`config.mk`:
```
export PLATFORM = sky130hd
export DESIGN_NAME = alu_mul_sequencer
export DESIGN_NICKNAME = d
export VERILOG_FILES = /design/src/rtl/alu_mul_sequencer.sv
export SDC_FILE = /design/constraint.sdc
export NUM_CORES = 1
export LEC_CHECK = 0
export BUFFER_PORTS_ARGS = -buffer_cell sky130_fd_sc_hd__buf_4
export CORE_ASPECT_RATIO = 1.2
export CORE_MARGIN = 3
export CORE_UTILIZATION = 56
export CTS_CLUSTER_DIAMETER = 100
export DETAILED_ROUTE_END_ITERATION = 7
export GPL_TIMING_DRIVEN = 1
export MAX_ROUTING_LAYER = met4
export PLACE_DENSITY = 0.92
export SYNTH_ARGS = -nofsm -noshare
export SYNTH_HDL_FRONTEND = slang
export SYNTH_SLANG_ARGS = --single-unit
```
`constraint.sdc`:
```
create_clock -name Clock -period 4.9 [get_ports Clock]
set_clock_uncertainty 0.2 [all_clocks]
set_input_delay 0.49 -clock Clock [delete_from_list [all_inputs] [get_ports Clock]]
set_output_delay 0.49 -clock Clock [all_outputs]
set_load 0.005 [all_outputs]
```
`src/rtl/alu_mul_sequencer.sv`:
```
// alu_mul_sequencer: shift-and-add unsigned multiplier that uses the shared
// ALU for every arithmetic step. It drives the ALU operand buses and opcode,
// captures the ALU result into its working registers, and talks to the
// instruction control unit through a Start/Busy/Done handshake.
module alu_mul_sequencer #(
    parameter int         WIDTH    = 16,
    parameter logic [2:0] OP_RESET = 3'b000,
    parameter logic [2:0] OP_ADD   = 3'b001,
    parameter logic [2:0] OP_MUL2  = 3'b100,
    parameter logic [2:0] OP_DIV2  = 3'b110,
    parameter logic [2:0] OP_PASS  = 3'b011
) (
    input  logic             Clock,
    input  logic             ResetN,
    input  logic             Start,
    input  logic [WIDTH-1:0] OperandA,
    input  logic [WIDTH-1:0] OperandB,
    output logic             Busy,
    output logic             Done,
    output logic [WIDTH-1:0] Result,
    output logic [WIDTH-1:0] AluBusA,
    output logic [WIDTH-1:0] AluBusB,
    output logic [2:0]       AluOperation,
    input  logic [WIDTH-1:0] AluBusC,
    input  logic             AluFlagZ
);

    typedef enum logic [2:0] {
        ST_IDLE = 3'b000,
        ST_TEST = 3'b001,
        ST_ADD  = 3'b010,
        ST_SHL  = 3'b011,
        ST_SHR  = 3'b100,
        ST_DONE = 3'b101
    } state_t;

    state_t           state_r;
    state_t           next_state_s;
    logic [WIDTH-1:0] p_r;       // product accumulator
    logic [WIDTH-1:0] m_r;       // multiplicand, shifted left each round
    logic [WIDTH-1:0] q_r;       // multiplier, shifted right each round
    logic [WIDTH-1:0] result_r;
    logic             busy_r;
    logic             done_r;

    // Next-state decode: the ALU zero flag on Q (via PASS) ends the loop,
    // so leading zero bits of the multiplier cost no extra rounds.
    always_comb begin
        next_state_s = state_r;
        case (state_r)
            ST_IDLE: begin
                if (Start) begin
                    next_state_s = ST_TEST;
                end else begin
                    next_state_s = ST_IDLE;
                end
            end
            ST_TEST: begin
                if (AluFlagZ) begin
                    next_state_s = ST_DONE;
                end else if (q_r[0]) begin
                    next_state_s = ST_ADD;
                end else begin
                    next_state_s = ST_SHL;
                end
            end
            ST_ADD:  next_state_s = ST_SHL;
            ST_SHL:  next_state_s = ST_SHR;
            ST_SHR:  next_state_s = ST_TEST;
            ST_DONE: next_state_s = ST_IDLE;
            default: next_state_s = ST_IDLE;
        endcase
    end

    // ALU drive: operands and opcode are pure decodes of state and registers.
    always_comb begin
        AluOperation = OP_RESET;
        AluBusA      = {WIDTH{1'b0}};
        AluBusB      = {WIDTH{1'b0}};
        case (state_r)
            ST_TEST: begin
                AluOperation = OP_PASS;
                AluBusA      = q_r;
                AluBusB      = q_r;
            end
            ST_ADD: begin
                AluOperation = OP_ADD;
                AluBusA      = p_r;
                AluBusB      = m_r;
            end
            ST_SHL: begin
                AluOperation = OP_MUL2;
                AluBusA      = m_r;
            end
            ST_SHR: begin
                AluOperation = OP_DIV2;
                AluBusA      = q_r;
            end
            default: begin
                AluOperation = OP_RESET;
                AluBusA      = {WIDTH{1'b0}};
                AluBusB      = {WIDTH{1'b0}};
            end
        endcase
    end

    // State register plus registered handshake outputs derived from the next state.
    always_ff @(posedge Clock or negedge ResetN) begin
        if (!ResetN) begin
            state_r <= ST_IDLE;
            busy_r  <= 1'b0;
            done_r  <= 1'b0;
        end else begin
            state_r <= next_state_s;
            busy_r  <= (next_state_s != ST_IDLE);
            done_r  <= (next_state_s == ST_DONE);
        end
    end

    // Working registers: load on accepted Start, capture ALU result per step.
    always_ff @(posedge Clock or negedge ResetN) begin
        if (!ResetN) begin
            p_r      <= {WIDTH{1'b0}};
            m_r      <= {WIDTH{1'b0}};
            q_r      <= {WIDTH{1'b0}};
            result_r <= {WIDTH{1'b0}};
        end else begin
            case (state_r)
                ST_IDLE: begin
                    if (Start) begin
                        p_r <= {WIDTH{1'b0}};
                        m_r <= OperandA;
                        q_r <= OperandB;
                    end
                end
                ST_TEST: begin
                    if (AluFlagZ) begin
                        result_r <= p_r;
                    end
                end
                ST_ADD:  p_r <= AluBusC;
                ST_SHL:  m_r <= AluBusC;
                ST_SHR:  q_r <= AluBusC;
                default: begin
                    p_r <= p_r;
                end
            endcase
        end
    end

    assign Busy   = busy_r;
    assign Done   = done_r;
    assign Result = result_r;

endmodule

```
==> results of run 1 <==
## cells in the mapped netlist, drive strengths merged
master  number
nand3b       1
and2         1
nor3b        5
or2          2
o32ai        1
buf         19
inv          1
nor2        20
clkbuf      11
nand2       32
o21ai       32
mux2        32
nor4b        1
a22oi       16
a22o        32
dfrtp       69
a21oi       17
nand2b       2
mux2i       33
a21o         1
nor2b        2
## per-layer routing
metal  vias up  routed length [um]  GRT usage (%)
met5         -                   0              -
met4         0                  93           10.2
met3        11                 827           3.84
met2       156                4980           44.9
met1      1482                4060           36.5
li1       1382                   -              -
## sequential cells by signal, summed over array words and instances (netlist names)
register and count:
Busy 1, Done 1, Result 16, m_r 16, p_r 16, q_r 16, state_r 3
## power by group
group / switching (uW) / internal [uW] / leakage, uW
combinational: 709 / 822 / 0.00118
clock: 227 / 393 / 0.000134
sequential: 243 / 804 / 0.000860
total: 1180 / 2020 / 0.00218
## layout make-up
| cell class | count | area (um2) | share of cell area (%) |
|---|---|---|---|
| clock buffers | 9 | 124 | 2.65 |
| clock inverters | 7 | 146 | 3.13 |
| inverters | 1 | 3.75 | 0.0803 |
| multi-input cells | 230 | 1730 | 37.0 |
| flip-flops and latches | 69 | 1730 | 36.9 |
| well taps | 82 | 103 | 2.19 |
| repair buffers | 112 | 841 | 18.0 |
## worst max-delay path: stages, from the launching register on
cell and delay, ns:
dfrtp_1 0.96, nor3b_4 0.68, buf_4 0.43, nand2_1 0.09
o21ai_0 0.11, buf_4 0.17
## kinds of logic after synthesis
| family | after synthesis |
|---|---|
| buffers and inverters | 31 |
| multiplexers | 65 |
| flip-flops | 69 |
| AND/OR/NAND/NOR | 66 |
| AO/OA/AOI/OAI | 99 |
## worst paths after layout
check,cells after the start,slack [ns],start,to
min in group Clock,3,0.17,AluBusC[1],q_r[1]$_DFFE_PN0P_
min reg2reg,1,0.32,Result[0]$_DFFE_PN0P_,Result[0]$_DFFE_PN0P_
max reg2reg,5,2.07,state_r[0]$_DFF_PN0_,q_r[5]$_DFFE_PN0P_
max in group asynchronous,1,3.89,ResetN,q_r[3]$_DFFE_PN0P_
min,1,0.06,ResetN,Result[13]$_DFFE_PN0P_
max,5,1.42,state_r[2]$_DFF_PN0_,AluBusA[3]
## metrics by stage
step | hold slack (ns) | power (uW) | cells | worst slack (ns) | area, um2
2_1_floorplan | -0.00559 | 1950 | 330 | 2.97 | 3630
3_3_place_gp | 0.296 | 2510 | 494 | 1.91 | 4410
3_5_place_dp | 0.298 | 2570 | 494 | 1.81 | 4410
4_1_cts | 0.0890 | 3200 | 510 | 1.44 | 4680
5_1_grt | 0.119 | 3380 | 510 | 1.19 | 4680
6_report | 0.0581 | 3200 | 510 | 1.42 | 4680
==> impl_metrics.py, run 1 <==
metrics = {
    "clock_network": {
        "clkSinkCount": 69,
        "holdBufCountCts": 0,
        "cts_resized": 0,
        "numCtsBuffers": 9,
        "clk_pin_slew_worst_paths_ns": 0.07,
        "cts_tree": "yes",
        "cts.path.max_buffers": 2,
        "clk_latency_ns": 0.34,
        "cts_setup_buffers": 0,
        "cts_root_buf": "clkbuf_8",
        "h-tree-depth": 3,
    },
    "logic_synthesis": {
        "synth_top_area_share_pct": 47.6,
        "synth_seq_cells": 69,
        "syn_nets": 382,
        "synthesis.area_mm2": 0.00363,
        "synth-seq-area-share_pct": 47.6,
        "synth_compound_area_share_pct": 18.2,
        "synthMuxAreaShare_pct": 20.0,
        "ys_types": 28,
        "synthAdderAreaFrac_pct": 0,
        "syn_avg_cell_area_um2": 11.0,
        "synth.area.top_cells": "dfrtp_1 48%, mux2i_1 9.1%, a22o_1 7.7%",
        "synth_top_family_by_area": "multiplexers",
        "synth_top_area_cell": "dfrtp_1",
        "synth-simple-area-share_pct": 8.73,
        "yosys_warnings": 0,
        "synth_cells": 330,
        "synth-xor-area-share_pct": 0,
    },
    "routing": {
        "vias": 3031,
        "ant_nets": 0,
        "wire_per_inst_um": 19.5,
        "drtPass1Iterations": 5,
        "wl_um": 9960,
        "drt_iter0_markers": 255,
        "via_per_inst": 5.94,
        "drc_errors": 0,
    },
    "timing": {
        "fin_crit_sh_pct": 70.9,
        "hold_violations": 0,
        "slew_headroom_pct": 24.3,
        "worst_pin_slew_ns": 1.14,
        "clock.fmax_mhz": 288,
        "tns_ns": 0,
        "post-route-min-period_ns": 3.48,
        "timing.final.max_slew_violations": 0,
        "finalSetupViolCount": 0,
        "rsz0062_at_grt": "no",
    },
    "layout": {
        "mostFrequentLayoutCell": "buf_4",
        "layout_common_cells": "112 x buf_4, 69 x dfrtp_1, 33 x mux2i_1",
        "antenna_cells": 0,
        "postLayoutCoreUtil_pct": 75.8,
        "fillers": 417,
        "layout.nets": 475,
        "drive_gt1_share_pct": 39.5,
        "area_growth_pct": 28.9,
    },
    "floorplan": {
        "core_mm2": 0.00617,
        "rows": 31,
        "die_x_um": 79.5,
        "die_h_um": 94.2,
        "io_pins": 105,
        "die_area_mm2": 0.00748,
        "start_util_pct": 58.8,
    },
    "global_routing": {
        "grt_pass1_vias": 3067,
        "grt_max_degree": 70,
        "antenna_found_initial": 0,
        "gr-total-overflow": 0,
        "grt_use_total_pct": 28.1,
        "grt_pass1_wl_um": 15700,
    },
    "placement": {
        "port_buffers": 104,
        "globalplace.congestion": 0.846,
        "dp_hpwl_um": 6520,
    },
    "power_and_ir_drop": {
        "p_leak_uw": 0.00218,
        "power_density_mw_per_mm2": 684,
        "ir_worst_vdd_mv": 0.406,
    },
    "setup_path": {
        "cp_max_fo": 32,
        "cp-end-kind": "output port",
        "crit_required_ns": 4.21,
        "crit_arrival_ns": 2.79,
        "crit_path_start_kind": "flip-flop",
        "setup.worst_path.class": "flip-flop to output port",
    },
    "worst_hold_path": {
        "hold_path.class": "input pin to async pin",
    },
    "run_status": {
        "status": "completed",
    },
    "job": {
        "maxCapViolCount": 0,
    },
}
Note: power is estimated with default switching activity, not from simulation.
==> inputs of run 2 (changes only) <==
CORE_UTILIZATION = 52   (was 56)
PLACE_DENSITY = 0.87   (was 0.92)
clock period = 3.4 ns   (was 4.9 ns; I/O delays follow)
==> impl_metrics.py, run 2 (synthesized netlist as in run 1, its figures left out) <==
metrics = {
    "run_status": {
        "status": "completed",
    },
    "global_routing": {
        "grt_use_total_pct": 26.1,
        "antenna_found_initial": 0,
        "gr-total-overflow": 0,
        "grt_max_degree": 70,
        "grt_pass1_wl_um": 15600,
        "grt_pass1_vias": 3155,
    },
    "timing": {
        "setup_ws_ns": 0.503,
        "timing.final.max_slew_violations": 0,
        "rsz0062_at_grt": "no",
        "clock.fmax_mhz": 345,
        "tns_ns": 0,
        "finalSetupViolCount": 0,
        "slew_headroom_pct": 40.6,
        "worst_pin_slew_ns": 0.891,
        "hold_violations": 0,
        "post-route-min-period_ns": 2.90,
        "fin_crit_sh_pct": 85.2,
    },
    "setup_path": {
        "cp_slowest_cell": "nor2b_2",
        "setup.worst_path.class": "flip-flop to output port",
        "cp-end-kind": "output port",
        "crit_arrival_ns": 2.36,
        "cp_max_fo": 17,
        "path_delay_family": "simple AND/OR/NAND/NOR gates",
        "crit_path_start_kind": "flip-flop",
        "crit_required_ns": 2.86,
        "cp_slowest_stage_delay_ns": 0.75,
        "crit_chain": "nor2b_2, a22oi_1, o21ai_0, buf_4",
        "path_buf_inv": 1,
    },
    "layout": {
        "fillers": 506,
        "layout.nets": 481,
        "multi_input_area_mm2": 0.00174,
        "final-seq-area_mm2": 0.00173,
        "drive_gt1_share_pct": 39.3,
        "antenna_cells": 0,
        "layout_common_cells": "116 x buf_4, 69 x dfrtp_1, 33 x mux2i_1",
        "area_growth_pct": 27.8,
        "mostFrequentLayoutCell": "buf_4",
    },
    "routing": {
        "via_per_inst": 5.91,
        "drt_iter0_markers": 211,
        "wire_per_inst_um": 19.2,
        "vias": 3062,
        "drtPass1Iterations": 5,
        "ant_nets": 0,
        "wl_um": 9960,
        "drc_errors": 0,
    },
    "job": {
        "maxCapViolCount": 0,
    },
    "clock_network": {
        "numCtsBuffers": 9,
        "cts_setup_buffers": 0,
        "clk_latency_ns": 0.34,
        "cts.path.max_buffers": 2,
        "clk_pin_slew_worst_paths_ns": 0.07,
        "cts_root_buf": "clkbuf_8",
        "cts_tree": "yes",
        "clkSinkCount": 69,
        "h-tree-depth": 3,
    },
    "placement": {
        "place_ws_ns": 0.848,
        "globalplace.congestion": 0.842,
        "port_buffers": 104,
        "dp_hpwl_um": 6620,
    },
    "floorplan": {
        "die_h_um": 97.5,
        "io_pins": 105,
        "die_area_mm2": 0.00802,
        "start_util_pct": 54.9,
        "core_mm2": 0.00661,
        "rows": 32,
        "die_x_um": 82.2,
    },
    "power_and_ir_drop": {
        "p_total_uw": 4330,
        "power_density_mw_per_mm2": 934,
        "ir_worst_vdd_mv": 0.587,
        "p_leak_uw": 0.00216,
    },
    "worst_hold_path": {
        "hold_path.class": "input pin to flip-flop",
    },
}
==> run 2: worst paths after layout <==
kind,start,endpoint,slack (ns),cells past startpoint
max,state_r[1]$_DFF_PN0_,AluBusA[6],0.50,4
min,AluBusC[2],q_r[2]$_DFFE_PN0P_,0.03,3
max reg2reg,state_r[1]$_DFF_PN0_,q_r[6]$_DFFE_PN0P_,0.83,5
min reg2reg,p_r[4]$_DFFE_PN0P_,p_r[4]$_DFFE_PN0P_,0.32,1
max in group asynchronous,ResetN,q_r[14]$_DFFE_PN0P_,1.95,2
min in group asynchronous,ResetN,q_r[13]$_DFFE_PN0P_,0.47,2
==> run 2: area by class of cell <==
| type | count | area share [%] |
|---|---|---|
| clock inverters | 2 | 0.216 |
| repair buffers | 118 | 19.4 |
| clock buffers | 13 | 3.21 |
| multi-input cells | 230 | 37.5 |
| inverters | 1 | 0.0810 |
| flip-flops and latches | 69 | 37.3 |
| well taps | 85 | 2.29 |
==> run 2: through the flow <==
stage          instances  hold slack (ns)  utilization, %  area [um2]
2_1_floorplan        330           -0.156               -        3630
3_3_place_gp         502            0.295            67.6        4470
3_5_place_dp         502            0.307            67.6        4470
4_1_cts              518           0.0259            70.2        4630
5_1_grt              518           0.0274            70.2        4630
6_report             518           0.0310            70.2        4630
==> run 2: power by group <==
| group | total [uW] | switching [uW] | internal [uW] |
|---|---|---|---|
| Clock | 565 | 286 | 279 |
| Sequential | 1500 | 341 | 1160 |
| Combinational | 2260 | 1030 | 1230 |
==> run 2: worst min-delay path, cell delays in order <==
cell	delay [ns]
buf_4	0.09
nand2_1	0.04
o21ai_0	0.06
==> run 2: what timing repair did <==
action                    in CTS  in global routing
hold buffers                   1                  0
gates resized for setup        0                  0
hold endpoints to repair      69                  0
==> run 2: routing by layer <==
metal,up-vias,share of wire (%),wire (um),track usage (%)
met2,151,50,4960,41.0
li1,1398,-,-,-
met1,1490,40,3990,32.6
met4,0,2.3,227,11.1
met3,23,7.8,778,4.73
met5,-,0,0,-
==> inputs of run 3 (changes only) <==
--- a/config.mk
+++ b/config.mk
@@ -9,3 +9,2 @@
 export CORE_ASPECT_RATIO = 1.2
-export CORE_MARGIN = 3
 export CORE_UTILIZATION = 52
--- a/constraint.sdc
+++ b/constraint.sdc
@@ -4,2 +4,2 @@
 set_output_delay 0.34 -clock Clock [all_outputs]
-set_load 0.005 [all_outputs]
+set_load 0.01 [all_outputs]
==> impl_metrics.py, run 3 (synthesized netlist as in run 1, its figures left out) <==
metrics = {
    "layout": {
        "layout.nets": 483,
        "drive_gt1_share_pct": 39.9,
        "mostFrequentLayoutCell": "buf_4",
        "fillers": 510,
        "final-seq-area_mm2": 0.00173,
        "antenna_cells": 0,
        "area_growth_pct": 31.2,
        "multi_input_area_mm2": 0.00173,
        "layout_common_cells": "117 x buf_4, 69 x dfrtp_1, 33 x mux2i_1",
        "stdcell_area_mm2": 0.00476,
        "postLayoutCoreUtil_pct": 70.3,
    },
    "power_and_ir_drop": {
        "ir_worst_vdd_mv": 0.553,
        "p_leak_uw": 0.00222,
        "power_density_mw_per_mm2": 1010,
    },
    "routing": {
        "ant_nets": 0,
        "wire_per_inst_um": 18.6,
        "drt_iter0_markers": 264,
        "drc_errors": 0,
        "vias": 3039,
        "drtPass1Iterations": 4,
        "wl_um": 9730,
        "via_per_inst": 5.81,
    },
    "clock_network": {
        "h-tree-depth": 3,
        "cts.path.max_buffers": 2,
        "cts_tree": "yes",
        "numCtsBuffers": 9,
        "cts_setup_buffers": 0,
        "clk_pin_slew_worst_paths_ns": 0.08,
        "clkSinkCount": 69,
        "cts_root_buf": "clkbuf_8",
        "cts_resized": 0,
        "clk_latency_ns": 0.34,
    },
    "timing": {
        "setup_ws_ns": 0.308,
        "post-route-min-period_ns": 3.09,
        "rsz0062_at_grt": "no",
        "fin_crit_sh_pct": 90.9,
        "finalSetupViolCount": 0,
        "clock.fmax_mhz": 323,
        "hold_violations": 0,
        "tns_ns": 0,
        "worst_pin_slew_ns": 0.861,
        "slew_headroom_pct": 42.6,
        "timing.final.max_slew_violations": 0,
    },
    "floorplan": {
        "core_mm2": 0.00677,
        "die_area_mm2": 0.00731,
        "rows": 33,
        "die_x_um": 78.2,
        "die_h_um": 93.5,
        "start_util_pct": 53.6,
        "io_pins": 105,
    },
    "placement": {
        "globalplace.congestion": 0.811,
        "place_ws_ns": 0.686,
        "port_buffers": 104,
        "dp_hpwl_um": 6580,
        "placed_area_mm2": 0.00447,
    },
    "global_routing": {
        "grt_pass1_wl_um": 15600,
        "gr-total-overflow": 0,
        "grt_pass1_vias": 3034,
        "grt_use_total_pct": 29.5,
        "antenna_found_initial": 0,
        "grt_max_degree": 70,
    },
    "setup_path": {
        "cp_slowest_stage_delay_ns": 0.88,
        "worstSetupEndpoint": "AluBusA[0]",
        "setup.worst_path.class": "flip-flop to output port",
        "crit_path_start_kind": "flip-flop",
        "cp_slowest_cell": "dfrtp_1",
        "crit_arrival_ns": 2.55,
        "cp_max_fo": 17,
        "crit_required_ns": 2.86,
        "reg2reg_slack_ns": 0.86,
        "r2r_end": "p_r[7]$_DFFE_PN0P_",
        "crit_chain": "nor2b_1, buf_4, a22oi_1, o21ai_0, buf_4",
        "worstSetupStartpoint": "state_r[0]$_DFF_PN0_",
        "reg2reg_depth": 4,
        "cp-end-kind": "output port",
        "critPathMostFrequentCell": "buf_4",
        "r2r_start": "state_r[0]$_DFF_PN0_",
    },
    "run_status": {
        "status": "completed",
    },
    "job": {
        "maxCapViolCount": 0,
    },
    "worst_hold_path": {
        "hold_path.class": "input pin to flip-flop",
    },
}
[run 3: how the worst min path moves through the flow]
| stage | end | cells past startpoint | slack [ns] | start |
|---|---|---|---|---|
| floorplan | Busy$_DFF_PN0_ | 0 | -0.16 | ResetN |
| global placement | q_r[13]$_DFFE_PN0P_ | 1 | 0.30 | ResetN |
| detailed placement | Result[5]$_DFFE_PN0P_ | 1 | 0.30 | Result[5]$_DFFE_PN0P_ |
| CTS | q_r[6]$_DFFE_PN0P_ | 3 | 0.005 | AluBusC[6] |
| global route | q_r[3]$_DFFE_PN0P_ | 3 | 0.007 | AluBusC[3] |
| finish | q_r[6]$_DFFE_PN0P_ | 3 | 0.02 | AluBusC[6] |
[run 3: cell type report]
type                       count  share of cell area [%]
timing repair buffer         120                    19.3
clock buffer                  10                    2.89
inverter                       1                  0.0789
clock inverter                 6                    2.81
tap                           87                    2.29
sequential                    69                    36.3
multi-input combinational    230                    36.3
[run 3: metal layers]
layer | GRT usage, % | share of wire [%] | up-vias | wire length, um
met4 | 13.6 | 2.4 | 0 | 231
met1 | 36.5 | 39 | 1495 | 3840
met5 | - | 0 | - | 0
li1 | - | - | 1402 | -
met3 | 6.54 | 6.5 | 13 | 632
met2 | 46.1 | 52 | 129 | 5020
[run 3: critical path, delay by kind of cell (launching register included)]
family	cells	cell delay, ns
flops	1	0.88
simple gates	1	0.57
buf+inv	2	0.43
compound gates	2	0.32
[run 3: stage by stage]
| step | instances | power (uW) | hold slack [ns] |
|---|---|---|---|
| after floorplan | 330 | 2940 | -0.156 |
| after CTS | 522 | 4790 | 0.00458 |
| after global placement | 505 | 3790 | 0.299 |
| after detailed placement | 505 | 3870 | 0.301 |
| after global routing | 523 | 5080 | 0.00693 |
| final | 523 | 4790 | 0.0204 |
[run 3: report_power, final]
part	leakage (uW)	switching [uW]	internal [uW]
sequential	0.000860	353	1160
clock	0.000136	317	582
combinational	0.00122	1140	1240
[run 3: timing repair]
item	CTS	global route
hold buffers	1	1
endpoints found under the setup margin	0	0
endpoints found under the hold margin	69	1
